File: src/rtl/four_onedemux_tdm.sv
`default_nettype none
// ============================================================================
// Module      : four_onedemux_tdm
// Description : Serial 4-slot TDM bit stream to four parallel WIDTH-bit words.
// Revision    : 1.0 - initial release
// ============================================================================
module four_onedemux_tdm #(
  parameter int WIDTH = 8
) (
  input  logic               clk,
  input  logic               rst_n,
  input  logic               din,
  input  logic               din_valid,
  input  logic               sync,
  output logic [1:0]         slot,
  output logic [4*WIDTH-1:0] dout,
  output logic               out_valid,
  output logic               locked,
  output logic               sync_err
);

  localparam int                FCNT_W    = $clog2(WIDTH);
  localparam logic [FCNT_W-1:0] FCNT_LAST = FCNT_W'(WIDTH - 1);
  localparam logic [1:0]        SLOT_LAST = 2'd3;

  localparam logic [0:0] ST_HUNT = 1'b0;
  localparam logic [0:0] ST_LOCK = 1'b1;

  logic [0:0]         state_q, state_d;
  logic [1:0]         slot_q, slot_d;
  logic [FCNT_W-1:0]  fcnt_q, fcnt_d;
  logic [WIDTH-1:0]   sr_q [4];
  logic [WIDTH-1:0]   sr_d [4];
  logic [4*WIDTH-1:0] dout_q, dout_d;
  logic               out_valid_q, out_valid_d;
  logic               sync_err_q, sync_err_d;

  logic restart;
  logic shift_en;

  // A sync realigns the frame unless it lands on an already-expected slot 0.
  assign restart  = din_valid && sync && ((state_q == ST_HUNT) || (slot_q != 2'd0));
  assign shift_en = din_valid && (state_q == ST_LOCK) && !restart;

  // State register
  always_ff @(posedge clk or negedge rst_n) begin
    if (!rst_n) begin
      state_q <= ST_HUNT;
    end else begin
      state_q <= state_d;
    end
  end

  // Next-state logic: any qualified sync locks; nothing returns to HUNT but reset
  always_comb begin
    state_d = state_q;
    if (din_valid && sync) begin
      state_d = ST_LOCK;
    end
  end

  // Output logic
  always_comb begin
    locked = (state_q == ST_LOCK);
  end

  // Datapath next-state
  always_comb begin
    slot_d      = slot_q;
    fcnt_d      = fcnt_q;
    dout_d      = dout_q;
    out_valid_d = 1'b0;
    sync_err_d  = 1'b0;
    for (int k = 0; k < 4; k++) begin
      sr_d[k] = sr_q[k];
    end

    if (restart) begin
      for (int k = 0; k < 4; k++) begin
        sr_d[k] = '0;
      end
      sr_d[0]    = {{(WIDTH-1){1'b0}}, din};
      slot_d     = 2'd1;
      fcnt_d     = '0;
      sync_err_d = (state_q == ST_LOCK);
    end else if (shift_en) begin
      sr_d[slot_q] = {sr_q[slot_q][WIDTH-2:0], din};
      slot_d       = slot_q + 2'd1;
      if (slot_q == SLOT_LAST) begin
        if (fcnt_q == FCNT_LAST) begin
          fcnt_d      = '0;
          dout_d      = {sr_d[3], sr_d[2], sr_d[1], sr_d[0]};
          out_valid_d = 1'b1;
        end else begin
          fcnt_d = fcnt_q + 1'b1;
        end
      end
    end
  end

  always_ff @(posedge clk or negedge rst_n) begin
    if (!rst_n) begin
      slot_q      <= 2'd0;
      fcnt_q      <= '0;
      dout_q      <= '0;
      out_valid_q <= 1'b0;
      sync_err_q  <= 1'b0;
      for (int k = 0; k < 4; k++) begin
        sr_q[k] <= '0;
      end
    end else begin
      slot_q      <= slot_d;
      fcnt_q      <= fcnt_d;
      dout_q      <= dout_d;
      out_valid_q <= out_valid_d;
      sync_err_q  <= sync_err_d;
      for (int k = 0; k < 4; k++) begin
        sr_q[k] <= sr_d[k];
      end
    end
  end

  assign slot      = slot_q;
  assign dout      = dout_q;
  assign out_valid = out_valid_q;
  assign sync_err  = sync_err_q;

endmodule
`default_nettype wire

File: config.mk
export PLATFORM = sky130hd
export DESIGN_NAME = four_onedemux_tdm
export DESIGN_NICKNAME = d
export VERILOG_FILES = /design/src/rtl/four_onedemux_tdm.sv
export SDC_FILE = /design/constraint.sdc
export NUM_CORES = 1
export LEC_CHECK = 0
export ABC_AREA = 0
export CORE_MARGIN = 2
export CORE_UTILIZATION = 49
export CTS_CLUSTER_DIAMETER = 120
export DETAILED_ROUTE_END_ITERATION = 10
export PLACE_DENSITY_LB_ADDON = 0.25
export SLEW_MARGIN = 40
export SYNTH_ARGS = -nofsm -noshare
export SYNTH_HDL_FRONTEND = slang
export SYNTH_SLANG_ARGS = --single-unit
File: constraint.sdc
create_clock -name clk -period 2.1 [get_ports clk]
set_input_delay 0.315 -clock clk [delete_from_list [all_inputs] [get_ports clk]]
set_output_delay 0.315 -clock clk [all_outputs]
set_load 0.005 [all_outputs]
Yosys cells after proc, flatten, opt, wreduce, memory -nomap -nowiden
Cells that the tools add are included.
Cells by class
  reduce and logical (&&, ||, !) cells: 12
  multiplexer cells: 19
  order comparisons: 2
  $add $sub $neg: 2
  eq/ne operators: 2
  bitwise gates (word level): 3
Operator list (count)
  2-to-1 mux 32 bit: 2
  bitwise mux 32 bit: 1
  binary-select mux 8 bit (select 2 bit): 1
  demux 8 bit (select 2 bit): 1
  2-to-1 mux 7 bit: 2
  2-to-1 mux 3 bit: 4
  2-to-1 mux 8 bit: 1
  nonzero test 2 bit: 3
  logical AND 1 bit: 5
  2-to-1 mux 1 bit: 5
  2-to-1 mux 2 bit: 2
  AND reduction 4 bit: 1
  adder 3 x 1 -> 3 bit, second input constant: 1
  == test 3 bit, second input constant: 1
  greater-or-equal comparator 3 bit, second input constant: 1
  < comparator 3 x 1 -> 1 bit, second input constant: 1
  inverter 2 -> 3 bit: 1
  adder 2 x 1 -> 2 bit, second input constant: 1
  == test 2 bit, second input constant: 1
  inverter 1 bit: 2
  AND reduction 2 bit: 1
  logical NOT 1 bit: 1
  logical OR 1 bit: 1
Storage, ports and cells
  register bits after elaboration: 72
  logic and storage cells: 50
  output and inout port bits: 37

Longest topological paths before layout
Gate-level depths: netlist (run 1).
  depth after elaboration: 8
  gate-level depth with buffers: 7
  mapped depth without buffers: 5

Worst setup path before layout (run 1)
No wires, ideal clock.
  kind: reg2reg
  start: register slot_q[1], in the netlist slot[1]
  end: register dout_q[31], in the netlist dout[31]
  path slack: 6 ps
  library setup time: 128 ps
  arrival time: 1967 ps
  cell stages (with the launch flop): 8
  required time: 1972 ps
  path buffers: 2
  path through: dfrtp_1 clkbuf_1 inv_1 ha_1 nor2b_1 nor3_4 buf_4 mux2_1
Between the ends
  longest elaborated chain between the ends: 6
  elaborated cells between the ends (all ways): 18
  classes of those cells: order compare: 2; eq/ne: 1; mux: 6; bitwise: 2; reduce/logical: 7
Ends and longest elaborated chain
  from (decl): line 30  | logic [1:0] slot_q, slot_d;
  from (signal assigned): line 112  | slot_q <= slot_d;
  inverter 2 -> 3 bit (implied by the code) / nonzero test 2 bit (equally long branches): line 87, 42
  greater-or-equal comparator 3 bit (implied by the code) (tied with other cells): line 87  | sr_d[slot_q] = {sr_q[slot_q][WIDTH-2:0], din};
  logical AND 1 bit, on equally long branches: line 87, 42
  2-to-1 mux 8 bit (implied by the code) / logical NOT 1 bit (equally long branches): line 87, 43
  demux 8 bit (select 2 bit) / logical AND 1 bit (equally long branches): line 87, 43
  bitwise mux 32 bit / AND reduction 4 bit (equally long branches)
  to (signal assigned): line 114  | dout_q <= dout_d;
  to (decl): line 34  | logic [4*WIDTH-1:0] dout_q, dout_d;
Several ways; a longest one is shown, not always the timed one. The select of a mux whose other input is x is not followed.
A chain may end at the register's enable or synchronous reset.

Final worst setup path (run 1)
  start: register slot_q[0], in the netlist slot[0]
  end: register dout_q[12], in the netlist dout[12]
The elaborated chain is that of the path after synthesis.

==> results of run 1 <==
## through the flow
| stage | total power [mW] | hold WS (ns) |
|---|---|---|
| 6_report | 3.87 | 0.457 |
| 5_1_grt | 4.09 | 0.493 |
| 2_1_floorplan | 2.44 | 0.0194 |
| 4_1_cts | 3.90 | 0.471 |
| 3_5_place_dp | 2.86 | 0.300 |
| 3_3_place_gp | 2.84 | 0.290 |
## logic make-up (layout without fill, tap and decap cells)
family	count (synthesis)	in the layout
AO/OA/AOI/OAI	43	43
multiplexers	65	65
adder cells (fa/ha/maj)	6	6
flip-flops	71	71
buffers and inverters	13	74
AND/OR/NAND/NOR	21	21
## cell type report
class	count	area [um2]
multi-input cells	135	1450
inverters	2	7.51
repair buffers	57	578
flip-flops and latches	71	1780
well taps	77	96.3
clock buffers	11	131
fillers	509	2330
clock inverters	4	47.5
## layer usage
metal / vias up / track usage (%) / part of all wire, %
met1: 1040 / 29.0 / 47
met3: 15 / 4.04 / 4.9
met2: 58 / 28.7 / 46
li1: 938 / - / -
met5: - / 0 / 0
met4: 0 / 9.67 / 2.2
## flip-flops by register name, summed over array words and instances (netlist names)
| name | count |
|---|---|
| fcnt_q | 3 |
| sr_q | 31 |
| slot | 2 |
| dout | 32 |
| locked | 1 |
| sync_err | 1 |
| out_valid | 1 |
## worst paths after layout
kind | endpoint | slack, ns | cells past startpoint
min | dout[0] | 0.46 | 2
min in group clk | dout[0] | 0.48 | 1
min reg2reg | dout[0] | 0.48 | 1
max in group asynchronous | sr_q[23] | 1.04 | 3
max | dout[12] | 0.11 | 4
max reg2reg | dout[12] | 0.11 | 4
## repair_timing
action,4_1_cts,5_1_grt
hold endpoints to repair,16,0
resized for setup,0,3
hold buffers,1,0
endpoints found under the setup margin,0,15
## power breakdown
| part | switching, mW | internal (mW) | total [mW] |
|---|---|---|---|
| registers | 0.142 | 1.52 | 1.66 |
| clock network | 0.483 | 0.539 | 1.02 |
| logic | 0.594 | 0.601 | 1.19 |
## synth_stat cells, types with 2 or more instances
master     n  share of area, %
dfrtp_1   71                54
mux2_2    33                11
a22o_1    28               7.5
mux2_4    21               9.6
mux4_2     7               4.8
ha_1       6               2.3
nand2_1    6              0.69
clkbuf_1   5              0.57
and2_1     4              0.76
a21oi_1    3              0.46
a32o_1     3              0.92
buf_4      3              0.69
mux2_1     3               1.0
nor3b_1    3              0.69
o21ai_0    3              0.46
o21ai_1    3              0.46
inv_1      2              0.23
nor2_1     2              0.23
## worst max-delay path: stages (launching register included)
cell and delay [ns]:
dfrtp_1 0.51, buf_12 0.18, mux4_2 0.61, mux2_2 0.32, mux2_4 0.26
==> flow_metrics.env, run 1 <==
export IMPL_synthDistinctLibCells=31
export IMPL_irDropWorstVdd_uv=442
export IMPL_htree_levels=3
export IMPL_ioPinCount=42
export IMPL_initial_utilization_pct=51.1
export IMPL_grt_pass1_wl_um=11200
export IMPL_worst_setup_path_end_kind="flop"
export IMPL_clk_pin_slew_ns=0.07
export IMPL_grt_pass1_vias=2106
export IMPL_rsz0062_at_grt="false"
export IMPL_stdcell_count=357
export IMPL_drt_wl_total_um=6630
export IMPL_cts_tree="built"
export IMPL_clk_latency_ns=0.34
export IMPL_groute_usage_overall_pct=19.9
export IMPL_die_h_um=85.8
export IMPL_pre_cts_slack_ns=0.0225
export IMPL_wl_per_cell_um=18.6
export IMPL_crit_reg2reg_launch="slot[0]"
export IMPL_drt_pass1_iterations=6
export IMPL_clock_sinks=71
export IMPL_fin_crit_ns=1.99
export IMPL_max_slew_margin_rel_pct=60.0
export IMPL_clock_root_buffer="clkbuf_8"
export IMPL_min_period_over_period_pct=94.9
export IMPL_synth_compound_area_share_pct=10.5
export IMPL_drive_above_1_share_pct=34.3
export IMPL_postLayoutCoreUtil_pct=63.7
export IMPL_placed_cells=341
export IMPL_io_buffers=41
export IMPL_layout_nets=287
export IMPL_final_cell_mix="dfrtp_1, clkdlybuf4s50_1, mux2_2"
export IMPL_hold_class="in -> async"
export IMPL_synth_top_family_by_area="multiplexers"
export IMPL_cts_path_max_buffers=2
export IMPL_yosys_area_share_simple_pct=3.89
export IMPL_syn_area_per_cell_um2=15.0
export IMPL_antenna_found_initial=0
export IMPL_cap_violations=0
export IMPL_synth_edf_count=0
export IMPL_slew_violations=0
export IMPL_dpl_cell_area_mm2=0.00389
export IMPL_ant_nets=0
export IMPL_layout_commonest_cell="dfrtp_1"
export IMPL_die_area_mm2=0.00736
export IMPL_required_ns=2.32
export IMPL_status="complete, no violations"
export IMPL_start_kind="flop"
export IMPL_route_detailed_drc=0
export IMPL_stdcell_area_mm2=0.00409
export IMPL_viasPerCell=5.75
export IMPL_area_growth_pct=24.7
export IMPL_ys_warn_count=0
export IMPL_skew_ns=0.00795
export IMPL_ys_ff_latch=71
export IMPL_vias=2051
export IMPL_grt_max_degree=32
export IMPL_grt_overflow_total=0
export IMPL_timing_final_hold_violations=0
export IMPL_tns_ns=0
export IMPL_cp_startpoint="slot[0]"
export IMPL_synth_nets=230
export IMPL_async_reset_ff_share_pct=100
export IMPL_n_antenna_cell=0
export IMPL_synth_mux_area_share_pct=27.1
export IMPL_synth_xor_area_share_pct=0
export IMPL_setup_viol=0
export IMPL_crit_type="reg -> reg"
export IMPL_synth_adder_area_share_pct=2.29
export IMPL_tightest_slew_ns=0.595
export IMPL_dpl_hpwl_um=4720
export IMPL_drtIter0Drc=110
export IMPL_ys_flop_type="dfrtp_1"
export IMPL_leakage_nw=1.91
export IMPL_fmax_mhz=502
export IMPL_core_area_mm2=0.00642
export IMPL_yosysSeqAreaShare_pct=54.2
export IMPL_syn_instance_count=219
export IMPL_cts_buffers=9
export IMPL_p_per_area_mw_per_mm2=947
export IMPL_cp_max_fo=8
export IMPL_worst_slack_ns=0.106
export IMPL_cts_setup_buffers=0
export IMPL_rows=29
export IMPL_gp_congestion=0.794
export IMPL_die_w_um=85.8
export IMPL_synth_area_mm2=0.00328
export IMPL_critPathArrivalTime_ns=2.22
No activity file was read; power rests on OpenSTA's default activity.
==> inputs of run 2 (changes only) <==
CTS_BUF_LIST = sky130_fd_sc_hd__clkbuf_4 sky130_fd_sc_hd__clkbuf_8 sky130_fd_sc_hd__clkbuf_16   (was not set)
==> flow_metrics.env, run 2 (synthesized netlist as in run 1, its figures left out) <==
export IMPL_status="complete, no violations"
export IMPL_cp_top_family="multiplexers"
export IMPL_start_kind="flop"
export IMPL_max_slew_margin_rel_pct=59.0
export IMPL_rows=29
export IMPL_clock_sinks=71
export IMPL_route_detailed_drc=0
export IMPL_irDropWorstVdd_uv=456
export IMPL_n_antenna_cell=0
export IMPL_final_cell_mix="dfrtp_1, clkdlybuf4s50_1, mux2_2"
export IMPL_htree_levels=3
export IMPL_p_total_mw=3.90
export IMPL_min_period_over_period_pct=94.7
export IMPL_drt_pass1_iterations=6
export IMPL_hold_class="in -> async"
export IMPL_initial_utilization_pct=51.1
export IMPL_dpl_hpwl_um=4720
export IMPL_wl_per_cell_um=18.5
export IMPL_layout_commonest_cell="dfrtp_1"
export IMPL_required_ns=2.32
export IMPL_cp_buffers_inverters=1
export IMPL_grt_overflow_total=0
export IMPL_area_growth_pct=24.9
export IMPL_cp_depth=4
export IMPL_cp_max_fo=8
export IMPL_holdWs_ns=0.461
export IMPL_ioPinCount=42
export IMPL_antenna_found_initial=0
export IMPL_io_buffers=41
export IMPL_viasPerCell=5.78
export IMPL_die_area_mm2=0.00736
export IMPL_ant_nets=0
export IMPL_drive_above_1_share_pct=35.0
export IMPL_fin_crit_ns=1.99
export IMPL_timing_final_hold_violations=0
export IMPL_slew_violations=0
export IMPL_worst_slack_ns=0.111
export IMPL_skew_ns=0.00752
export IMPL_tns_ns=0
export IMPL_rr_worst_depth=4
export IMPL_grt_pass1_vias=2110
export IMPL_crit_type="reg -> reg"
export IMPL_cts_path_max_buffers=2
export IMPL_clock_root_buffer="clkbuf_8"
export IMPL_leakage_nw=1.91
export IMPL_fmax_mhz=503
export IMPL_setup_viol=0
export IMPL_worst_setup_path_end_kind="flop"
export IMPL_core_area_mm2=0.00642
export IMPL_drtIter0Drc=118
export IMPL_path_cells="buf_12 -> mux4_2 -> mux2_2 -> mux2_4"
export IMPL_clk_latency_ns=0.34
export IMPL_tightest_slew_ns=0.610
export IMPL_cap_violations=0
export IMPL_drt_wl_total_um=6620
export IMPL_die_h_um=85.8
export IMPL_pre_cts_slack_ns=0.0225
export IMPL_cpPeakStageDelay_ns=0.61
export IMPL_worst_path_max_delay_cell="mux4_2"
export IMPL_grt_pass1_wl_um=11200
export IMPL_largest_reg_flops=32
export IMPL_groute_usage_overall_pct=19.8
export IMPL_gp_congestion=0.794
export IMPL_vias=2065
export IMPL_cts_buffers=9
export IMPL_p_per_area_mw_per_mm2=951
export IMPL_critPathArrivalTime_ns=2.21
export IMPL_rsz0062_at_grt="false"
export IMPL_cts_tree="built"
export IMPL_grt_max_degree=32
export IMPL_die_w_um=85.8
export IMPL_layout_nets=287
export IMPL_clk_pin_slew_ns=0.07
-- run 2: cell counts in the layout (fill, tap and decap cells not counted) --
No cell type changed its count.
-- run 2: through the flow --
step | util, % | std cells | area, um2
4_1_cts | 63.6 | 357 | 4080
2_1_floorplan | - | 219 | 3280
6_report | 63.8 | 357 | 4100
3_3_place_gp | 60.5 | 341 | 3880
5_1_grt | 63.8 | 357 | 4100
3_5_place_dp | 60.5 | 341 | 3890
-- run 2: final cells by class --
class / instances / area [um2]
fill: 504 / 2330
sequential: 71 / 1780
multi-input combinational: 135 / 1450
timing repair buffer: 57 / 578
clock buffer: 11 / 139
tap: 77 / 96.3
clock inverter: 4 / 47.5
inverter: 2 / 7.51
-- run 2: repair_timing --
| item | CTS | global route |
|---|---|---|
| setup endpoints to repair | 0 | 43 |
| buffers inserted | 0 | 0 |
| hold endpoints to repair | 16 | 0 |
| gates resized for setup | 0 | 3 |
| hold buffers | 1 | 0 |
-- run 2: worst register-to-register path, cell delays in order, from the launching register on --
cell and delay, ns:
dfrtp_1 0.50, buf_12 0.18, mux4_2 0.62, mux2_2 0.32, mux2_4 0.26
-- run 2: where the power goes --
part	internal [mW]	leakage (nW)	switching [mW]
clock network	0.565	0.0960	0.480
logic	0.601	0.842	0.595
registers	1.52	0.976	0.140
total	2.68	1.91	1.21
-- run 2: metal layers --
metal | GRT usage, % | up-vias | share of wire [%] | wire (um)
li1 | - | 942 | - | -
met3 | 3.75 | 10 | 3.7 | 247
met4 | 8.66 | 0 | 2.0 | 133
met1 | 29.2 | 1054 | 48 | 3180
met2 | 28.6 | 59 | 46 | 3060
met5 | 0 | - | 0 | 0
-- run 2: final timing paths --
kind	start	endpoint	slack, ns
setup / recovery	slot[0]	dout[12]	0.11
min in group clk	dout[0]	dout[0]	0.48
max in group asynchronous	rst_n	sr_q[23]	1.04
hold / removal	rst_n	dout[0]	0.46
setup reg to reg	slot[0]	dout[12]	0.11
hold reg to reg	dout[0]	dout[0]	0.48
==> inputs of run 3 (changes only) <==
SLEW_MARGIN = 20   (was 40)
==> flow_metrics.env, run 3 (synthesized netlist as in run 1, its figures left out) <==
export IMPL_clock_sinks=71
export IMPL_slew_violations=0
export IMPL_stdcell_area_mm2=0.00411
export IMPL_violations="DRC"
export IMPL_critPathArrivalTime_ns=2.20
export IMPL_layout_commonest_cell="dfrtp_1"
export IMPL_tns_ns=0
export IMPL_gp_congestion=0.794
export IMPL_ioPinCount=42
export IMPL_max_slew_margin_rel_pct=59.9
export IMPL_cts_path_max_buffers=2
export IMPL_core_area_mm2=0.00642
export IMPL_crit_reg2reg_launch="slot[0]"
export IMPL_tightest_slew_ns=0.598
export IMPL_grt_pass1_vias=2168
export IMPL_ant_nets=0
export IMPL_clk_pin_slew_ns=0.08
export IMPL_cts_buffers=9
export IMPL_drt_wl_total_um=6730
export IMPL_drive_above_1_share_pct=35.2
export IMPL_cpPeakStageDelay_ns=0.61
export IMPL_viasPerCell=5.78
export IMPL_route_detailed_drc=2
export IMPL_wl_per_cell_um=18.8
export IMPL_antenna_found_initial=0
export IMPL_layout_nets=287
export IMPL_rows=29
export IMPL_worst_setup_path_end_kind="flop"
export IMPL_die_w_um=85.8
export IMPL_final_cell_mix="dfrtp_1, clkdlybuf4s50_1, mux2_2"
export IMPL_p_sw_share_pct=31.6
export IMPL_die_area_mm2=0.00736
export IMPL_grt_overflow_total=0
export IMPL_die_h_um=85.8
export IMPL_cts_setup_buffers=0
export IMPL_clock_root_buffer="clkbuf_8"
export IMPL_vias=2069
export IMPL_start_kind="flop"
export IMPL_n_antenna_cell=0
export IMPL_cp_startpoint="slot[0]"
export IMPL_worstReg2RegEnd="dout[17]"
export IMPL_io_buffers=41
export IMPL_dpl_cell_area_mm2=0.00388
export IMPL_rr_worst_depth=4
export IMPL_irDropWorstVdd_uv=393
export IMPL_hold_class="in -> async"
export IMPL_p_seq_share_pct=41.8
export IMPL_path_cells="buf_12 -> mux4_2 -> mux2_2 -> mux2_4"
export IMPL_grt_pass1_wl_um=11400
export IMPL_fmax_mhz=508
export IMPL_status="finished, violations left"
export IMPL_initial_utilization_pct=51.1
export IMPL_clock_power_share_pct=27.9
export IMPL_cts_tree="built"
export IMPL_internal_power_mw=2.71
export IMPL_crit_type="reg -> reg"
export IMPL_groute_usage_overall_pct=20.5
export IMPL_p_sw_mw=1.25
export IMPL_rsz0062_at_grt="false"
export IMPL_timing_final_hold_violations=0
export IMPL_required_ns=2.34
export IMPL_endpoint="dout[17]"
export IMPL_drt_pass1_iterations=7
export IMPL_min_period_over_period_pct=93.8
export IMPL_p_per_area_mw_per_mm2=964
export IMPL_p_total_mw=3.96
export IMPL_worst_path_max_delay_cell="mux4_2"
export IMPL_cp_max_fo=8
export IMPL_fin_crit_ns=1.97
export IMPL_cap_violations=0
export IMPL_htree_levels=3
export IMPL_clk_latency_ns=0.35
export IMPL_leakage_nw=1.92
export IMPL_combPwrFrac_pct=30.3
export IMPL_skew_ns=0.00804
export IMPL_drtIter0Drc=105
export IMPL_largest_reg_flops=32
export IMPL_r2r_slack_ns=0.13
export IMPL_setup_viol=0
export IMPL_area_growth_pct=25.4
export IMPL_dpl_hpwl_um=4650
export IMPL_grt_max_degree=32
export IMPL_fillers=491
[run 3: cell count changes in the layout (fill, tap and decap cells not counted)]
cell	before	now
clkbuf_4	2	1
clkbuf_8	9	10
inv_6	0	1
[run 3: what timing repair did]
item	4_1_cts	5_1_grt
resized for setup	0	5
setup endpoints to repair	0	20
hold buffers	1	0
endpoints found under the hold margin	16	0
[run 3: power by group through the flow]
stage | sequential (mW) | combinational (mW) | clock [mW]
floorplan | 1.62 | 0.812 | 0
global placement | 1.67 | 1.17 | 0
detailed placement | 1.68 | 1.18 | 0
CTS | 1.65 | 1.19 | 1.13
global route | 1.68 | 1.31 | 1.19
finish | 1.66 | 1.20 | 1.11
[run 3: layout make-up]
| cell class | count | area, um2 | share of cell area (%) |
|---|---|---|---|
| clock buffer | 11 | 145 | 3.53 |
| clock inverter | 5 | 56.3 | 1.37 |
| inverter | 2 | 7.51 | 0.183 |
| multi-input combinational | 135 | 1450 | 35.3 |
| sequential | 71 | 1780 | 43.2 |
| tap | 77 | 96.3 | 2.34 |
| timing repair buffer | 57 | 578 | 14.1 |
[run 3: metal layers]
metal / track usage (%) / vias to the layer above / part of all wire, %
met1: 29.1 / 1072 / 47
met3: 4.81 / 12 / 3.6
li1: - / 937 / -
met5: 0 / - / 0
met4: 10.1 / 0 / 2.1
met2: 29.6 / 48 / 47
[run 3: worst min path at each step]
stage,end,slack (ns)
after global routing,dout[0],0.49
after global placement,dout[0],0.29
after floorplan,dout[0],0.02
after CTS,dout[2],0.46
final,dout[2],0.45
after detailed placement,dout[0],0.30
[run 3: metrics by stage]
step | worst slack [ns] | hold WS [ns] | cells | util (%)
final | 0.130 | 0.450 | 358 | 64.0
after global routing | 0.0549 | 0.485 | 358 | 64.0
after CTS | 0.104 | 0.465 | 358 | 63.7
after detailed placement | 0.0624 | 0.296 | 341 | 60.5
after global placement | 0.0492 | 0.290 | 341 | 60.5
after floorplan | 0.00556 | 0.0194 | 219 | -
[run 3: worst max-delay path: cells and delay by family (launching register included)]
| kind | cells | cell delay (ns) |
|---|---|---|
| buffers and inverters | 1 | 0.18 |
| DFF | 1 | 0.48 |
| muxes | 3 | 1.20 |
